**config.mk**
```make
export PLATFORM = sky130hd
export DESIGN_NAME = prog_stream_loader
export DESIGN_NICKNAME = d
export VERILOG_FILES = /design/src/rtl/prog_stream_loader.sv
export SDC_FILE = /design/constraint.sdc
export NUM_CORES = 1
export LEC_CHECK = 0
export CELL_PAD_IN_SITES_DETAIL_PLACEMENT = 1
export CELL_PAD_IN_SITES_GLOBAL_PLACEMENT = 2
export CORE_ASPECT_RATIO = 0.7
export CORE_MARGIN = 4
export CORE_UTILIZATION = 30
export DETAILED_ROUTE_END_ITERATION = 8
export HOLD_SLACK_MARGIN = 0.06
export PLACE_DENSITY_LB_ADDON = 0.25
export SETUP_SLACK_MARGIN = 0.4
export SKIP_CTS_REPAIR_TIMING = 1
export SLEW_MARGIN = 25
export SYNTH_ARGS = -nofsm -noshare
export SYNTH_HDL_FRONTEND = slang
export SYNTH_SLANG_ARGS = --single-unit
```
**constraint.sdc**
```tcl
create_clock -name clk -period 2.85 [get_ports clk]
set_clock_uncertainty 0.05 [all_clocks]
set_input_delay 0.57 -clock clk [delete_from_list [all_inputs] [get_ports clk]]
set_output_delay 0.57 -clock clk [all_outputs]
set_load 0.01 [all_outputs]
```
**src/rtl/prog_stream_loader.sv**
```systemverilog
// Boot-time program loader: turns a count-prefixed little-endian byte stream into
// imem line writes and dmem word writes, holding the core in reset until complete.
module prog_stream_loader #(
    parameter int unsigned FETCH_WIDTH = 4,
    parameter int unsigned INSN_LEN    = 32,
    parameter int unsigned IMEM_LINES  = 512,
    parameter int unsigned DMEM_WORDS  = 4096,
    parameter logic [31:0] PAD_INSN    = 32'h13,
    localparam int unsigned ILA        = $clog2(IMEM_LINES),
    localparam int unsigned DWA        = $clog2(DMEM_WORDS),
    localparam int unsigned LW         = FETCH_WIDTH * INSN_LEN
) (
    input  logic           clk,
    input  logic           reset,
    input  logic           in_valid,
    input  logic [7:0]     in_data,
    output logic           in_ready,
    output logic           imem_we,
    output logic [ILA-1:0] imem_addr,
    output logic [LW-1:0]  imem_wdata,
    output logic           dmem_we,
    output logic [DWA-1:0] dmem_addr,
    output logic [31:0]    dmem_wdata,
    output logic           loading,
    output logic           done,
    output logic           err
);

    localparam int unsigned SW = (FETCH_WIDTH > 1) ? $clog2(FETCH_WIDTH) : 1;
    localparam logic [SW-1:0] SlotLast = SW'(FETCH_WIDTH - 1);
    localparam logic [31:0] IMaxWords = 32'(IMEM_LINES * FETCH_WIDTH);
    localparam logic [31:0] DMaxWords = 32'(DMEM_WORDS);

    typedef enum logic [2:0] {
        StIhdr, StIdata, StIflush, StDhdr, StDdata, StDone, StErr
    } state_e;

    state_e state_q, state_d;

    logic [1:0]     byte_cnt_q;
    logic [23:0]    word_q;      // low three bytes of the word being assembled
    logic [31:0]    count_q;     // N or M from the current header
    logic [31:0]    idx_q;       // words accepted since the header
    logic [SW-1:0]  slot_q;
    logic [LW-1:0]  line_q;
    logic           imem_we_q, dmem_we_q;
    logic [ILA-1:0] imem_addr_q;
    logic [DWA-1:0] dmem_addr_q;
    logic [LW-1:0]  imem_wdata_q;
    logic [31:0]    dmem_wdata_q;

    logic           accept, word_done, last_word;
    logic [31:0]    word_full;
    logic [LW-1:0]  line_ins, line_pad;

    assign accept    = in_valid && in_ready;
    assign word_done = accept && (byte_cnt_q == 2'd3);
    assign word_full = {in_data, word_q};
    assign last_word = (idx_q + 32'd1) == count_q;

    // Line assembly: earlier slots shift toward the MSBs; flush pads the empty tail
    always_comb begin
        line_ins = (line_q << INSN_LEN) | LW'(word_full);
        line_pad = line_q;
        for (int i = 0; i < int'(FETCH_WIDTH); i++) begin
            if (i >= int'(slot_q)) line_pad = (line_pad << INSN_LEN) | LW'(PAD_INSN);
        end
    end

    // State register
    always_ff @(posedge clk) begin
        if (reset) state_q <= StIhdr;
        else       state_q <= state_d;
    end

    // Next-state: header checks, end of each section, partial-line flush
    always_comb begin
        state_d = state_q;
        unique case (state_q)
            StIhdr: if (word_done) begin
                if (word_full > IMaxWords)  state_d = StErr;
                else if (word_full == '0)   state_d = StDhdr;
                else                        state_d = StIdata;
            end
            StIdata: if (word_done && last_word) begin
                state_d = (slot_q == SlotLast) ? StDhdr : StIflush;
            end
            StIflush: state_d = StDhdr;
            StDhdr: if (word_done) begin
                if (word_full > DMaxWords)  state_d = StErr;
                else if (word_full == '0)   state_d = StDone;
                else                        state_d = StDdata;
            end
            StDdata: if (word_done && last_word) state_d = StDone;
            StDone:  state_d = StDone;
            StErr:   state_d = StErr;
            default: state_d = StErr;
        endcase
    end

    // FSM outputs; in_ready held low while reset is asserted
    always_comb begin
        in_ready = 1'b0;
        loading  = 1'b1;
        done     = 1'b0;
        err      = 1'b0;
        unique case (state_q)
            StIhdr, StIdata, StDhdr, StDdata: in_ready = !reset;
            StDone: begin
                loading = 1'b0;
                done    = 1'b1;
            end
            StErr:   err = 1'b1;
            default: ;
        endcase
    end

    // Datapath: byte assembly, counters, registered write strobes
    always_ff @(posedge clk) begin
        if (reset) begin
            byte_cnt_q   <= '0;
            word_q       <= '0;
            count_q      <= '0;
            idx_q        <= '0;
            slot_q       <= '0;
            line_q       <= '0;
            imem_we_q    <= 1'b0;
            dmem_we_q    <= 1'b0;
            imem_addr_q  <= '0;
            dmem_addr_q  <= '0;
            imem_wdata_q <= '0;
            dmem_wdata_q <= '0;
        end else begin
            imem_we_q <= 1'b0;
            dmem_we_q <= 1'b0;
            if (imem_we_q) imem_addr_q <= imem_addr_q + ILA'(1);
            if (dmem_we_q) dmem_addr_q <= dmem_addr_q + DWA'(1);
            if (accept) begin
                byte_cnt_q <= byte_cnt_q + 2'd1;
                if (byte_cnt_q != 2'd3) word_q[{byte_cnt_q, 3'b000} +: 8] <= in_data;
            end
            if (word_done) begin
                if (state_q == StIhdr || state_q == StDhdr) begin
                    count_q <= word_full;
                    idx_q   <= '0;
                    slot_q  <= '0;
                end else if (state_q == StIdata) begin
                    idx_q  <= idx_q + 32'd1;
                    line_q <= line_ins;
                    if (slot_q == SlotLast) begin
                        slot_q       <= '0;
                        imem_we_q    <= 1'b1;
                        imem_wdata_q <= line_ins;
                    end else begin
                        slot_q <= slot_q + SW'(1);
                    end
                end else if (state_q == StDdata) begin
                    idx_q        <= idx_q + 32'd1;
                    dmem_we_q    <= 1'b1;
                    dmem_wdata_q <= word_full;
                end
            end
            if (state_q == StIflush) begin
                imem_we_q    <= 1'b1;
                imem_wdata_q <= line_pad;
                slot_q       <= '0;
            end
        end
    end

    assign imem_we    = imem_we_q;
    assign imem_addr  = imem_addr_q;
    assign imem_wdata = imem_wdata_q;
    assign dmem_we    = dmem_we_q;
    assign dmem_addr  = dmem_addr_q;
    assign dmem_wdata = dmem_wdata_q;

endmodule

```
==> flow_metrics.tcl <==
set metrics [dict create \
    yosysWarnings 0 \
    grtUsageTotal 0.217 \
    timing_hold_violations_final 0 \
    worst_pin_slew_ns 1.08 \
    rsz0062_at_grt "yes" \
    ir_drop_v 0.000352 \
    setup_viol 2 \
    power.leakage_nw 7.93 \
    diodes 0 \
    dieWidth_um 295 \
    cpMaxStageDelayCell "or4_4" \
    dpl.cell_count 3173 \
    cts_tree "yes" \
    die_area_um2 61800 \
    setup_ws_ns -0.140 \
    maxCapViolations 0 \
    crit_path_cell_trace "ha_4, nand3_4, or4_4, or4b_4, nand4b_1, a2111oi_4, buf_4, and4_4, or2_4, a221oi_2" \
    synth_area_leaders "dfxtp_1 (43%), nand2_1 (14%), a21oi_1 (8.9%)" \
    wl_per_cell_um 21.6 \
    synth_top_area_frac 0.432 \
    synth-seq-cells 374 \
    rr_startpoint "idx_q[0]$_SDFFE_PP0P_" \
    detail_route.vias_per_cell 5.43 \
    postSynthCellCount 2267 \
    wl_um 71000 \
    grt_pass1_vias 18100 \
    ys_seq_area_frac 0.432 \
    die_h_um 209 \
    grt_overflow_total 0 \
    synth_cell_type_count 73 \
    clock_latency_ns 0.57 \
    seq_area_um2 7510 \
    grt_pass1_wl_um 107000 \
    drive_gt1_frac 0.161 \
    clock_sinks 374 \
    final_antenna_net_count 0 \
    async_flop_share 0 \
    r2r_cells 10 \
    cp.required_ns 3.27 \
    antenna_found_initial 0 \
    place_area_um2 21000 \
    maxSlewViolCount 0 \
    nNetsFinal 2529 \
    slew_headroom 0.280 \
    io_pins 198 \
    firstDrtPassIters 7 \
    end_kind "flop" \
    area_growth_pct 34.2 \
    hpwl_um 47000 \
    min_to "dmem_wdata[26]$_SDFFE_PP0P_" \
    netlist_area_um2 17300 \
    min_path_cells 2 \
    vias 17900 \
    drc 0 \
    finalPower_mw 14.1 \
    synthFlopType "dfxtp_1" \
    hp-start "dmem_wdata[26]$_SDFFE_PP0P_" \
    row_count 73 \
    drtIter0Drc 1195 \
    gp_congestion 0.895 \
    clk_pin_slew_ns 0.06 \
    clock_path_buffers 3 \
    worst-r2r-setup-slack_ns -0.14 \
    startpoint_type "flop" \
    fmax_ghz 0.334 \
    final_area_um2 23300 \
    synth_top_area_cell "dfxtp_1" \
    synth_edf_count 0 \
    start_util 0.304 \
    cts_buffers 41 \
    final_cells 3287 \
    crit_path_max_fanout 4 \
    power_density_nw_per_um2 607 \
    max_stage_delay_ns 0.62 \
    synth_nets 2289 \
    port_buffers 197 \
    design.core.area_um2 57000 \
    syn_avg_cell_area_um2 7.65 \
    r2r-end "state_q[1]$_SDFFE_PP0P_" \
    multi_input_area_um2 9360 \
    post-route-period-util 1.05 \
    grt_max_degree 217 \
    min_period_ns 2.99 \
    critical_path_class "flop to flop" \
    hp-class "flop to flop" \
    clock-root-buffer "clkbuf_16" \
    failed_checks "negative setup slack" \
    outcome "finished with violations" \
    nFillCells 6748 \
    h-tree-depth 2 \
    arrival_ns 3.41 \
]
-- critical path: cells and delay by family (launching register included) --
kind                     cells  cell delay (ns)
AND/OR/NAND/NOR              6             1.86
flip-flops                   1             0.38
adder cells (fa/ha/maj)      1             0.16
buffers and inverters        1             0.16
AO/OA/AOI/OAI                2             0.29
-- through the flow --
stage / utilization / TNS [ns] / setup slack (ns) / hold WS [ns]
after global routing: 0.408 / -0.529 / -0.233 / 0.427
after detailed placement: 0.368 / -0.959 / -0.180 / 0.397
after global placement: 0.368 / -0.439 / -0.0759 / 0.393
after CTS: 0.392 / -0.428 / -0.196 / 0.405
after floorplan: - / 0 / 0.252 / 0.386
final: 0.408 / -0.253 / -0.140 / 0.403
-- where the power goes --
group          switching (mW)  internal (mW)
combinational            1.53           1.22
sequential              0.252           5.54
clock                    2.33           3.25
-- area by class of cell --
| cell class | instances | area share |
|---|---|---|
| clock inverter | 17 | 0.00865 |
| multi-input combinational | 1663 | 0.402 |
| timing repair buffer | 412 | 0.173 |
| sequential | 374 | 0.323 |
| inverter | 15 | 0.00269 |
| clock buffer | 56 | 0.0504 |
| tap | 750 | 0.0403 |
-- kinds of logic (layout without fill, tap and decap cells) --
kind of cell	Yosys count	count (layout)	synth area share
xor+xnor	56	56	0.0283
buf+inv	230	500	0.0598
simple gates	984	984	0.251
flops	374	374	0.432
fa+ha+maj	11	11	0.00793
compound gates	603	603	0.216
mux	9	9	0.00527
-- sequential cells by signal, summed over array words and instances, names as in the netlist, 9 cells and up --
| register | cells |
|---|---|
| imem_addr | 9 |
| count_q | 32 |
| dmem_addr | 12 |
| word_q | 24 |
| idx_q | 32 |
| dmem_wdata | 32 |
| line_q | 96 |
| imem_wdata | 128 |
-- synthesized netlist by cell type (3+ instances only) --
cell type  count
xnor2_1       28
buf_2         11
a311oi_1      46
buf_4         11
clkbuf_1     167
nand3b_1       4
nor2b_1        8
xor2_1        28
a21oi_1      309
nand2_1      628
and2_1         8
or2_2          3
a211oi_1      24
o22ai_1       10
and4_1         5
nor4_2         4
or4_4          3
and3_1        14
nand4_2        3
mux2i_1        8
or4_1          7
a22oi_1       33
nor3b_1        6
nand4_1       20
ha_1          11
buf_6         12
dfxtp_1      374
a221oi_1      43
nor3_1        36
nor4_1        19
or3_1         14
nand2b_1       6
o221ai_1       4
nor2_1       104
clkbuf_2       4
a31oi_1       11
inv_1         14
o21ai_0       69
nand3_1       78
buf_1          9
a22o_1        33
-- per-layer routing --
layer / up-vias / wire [um] / track usage
met1: 8926 / 35100 / 0.318
met5: - / 0 / 0
met3: 95 / 3920 / 0.0387
met4: 0 / 1320 / 0.0513
met2: 453 / 30600 / 0.331
li1: 8388 / - / -
-- how the worst max path moves through the flow --
stage / start / endpoint / cells past startpoint
floorplan: idx_q[0]$_SDFFE_PP0P_ / state_q[1]$_SDFFE_PP0P_ / 10
global placement: in_valid / imem_wdata[97]$_SDFFE_PP0P_ / 10
detailed placement: in_valid / state_q[1]$_SDFFE_PP0P_ / 8
CTS: idx_q[11]$_SDFFE_PP0P_ / state_q[1]$_SDFFE_PP0P_ / 9
global route: idx_q[18]$_SDFFE_PP0P_ / state_q[1]$_SDFFE_PP0P_ / 9
finish: idx_q[0]$_SDFFE_PP0P_ / state_q[1]$_SDFFE_PP0P_ / 10
-- cells in the final DEF (no fill, tap or decap), drive strengths merged, types with 12 or more instances in the layout --
master	netlist	routed
nand2	628	628
and3	15	15
inv	14	14
a22o	33	33
a22oi	33	33
a311oi	46	46
nor2	104	104
nand3	80	80
xnor2	28	28
dfxtp	374	374
xor2	28	28
nor3	38	38
clkdlybuf4s50	0	193
a211oi	25	25
nor4	24	24
or4	12	12
buf	44	211
or3	15	15
nand4	24	24
clkbuf	171	61
a221oi	44	44
a21oi	309	309
o21ai	71	71
No activity file was read; power rests on OpenSTA's default activity.
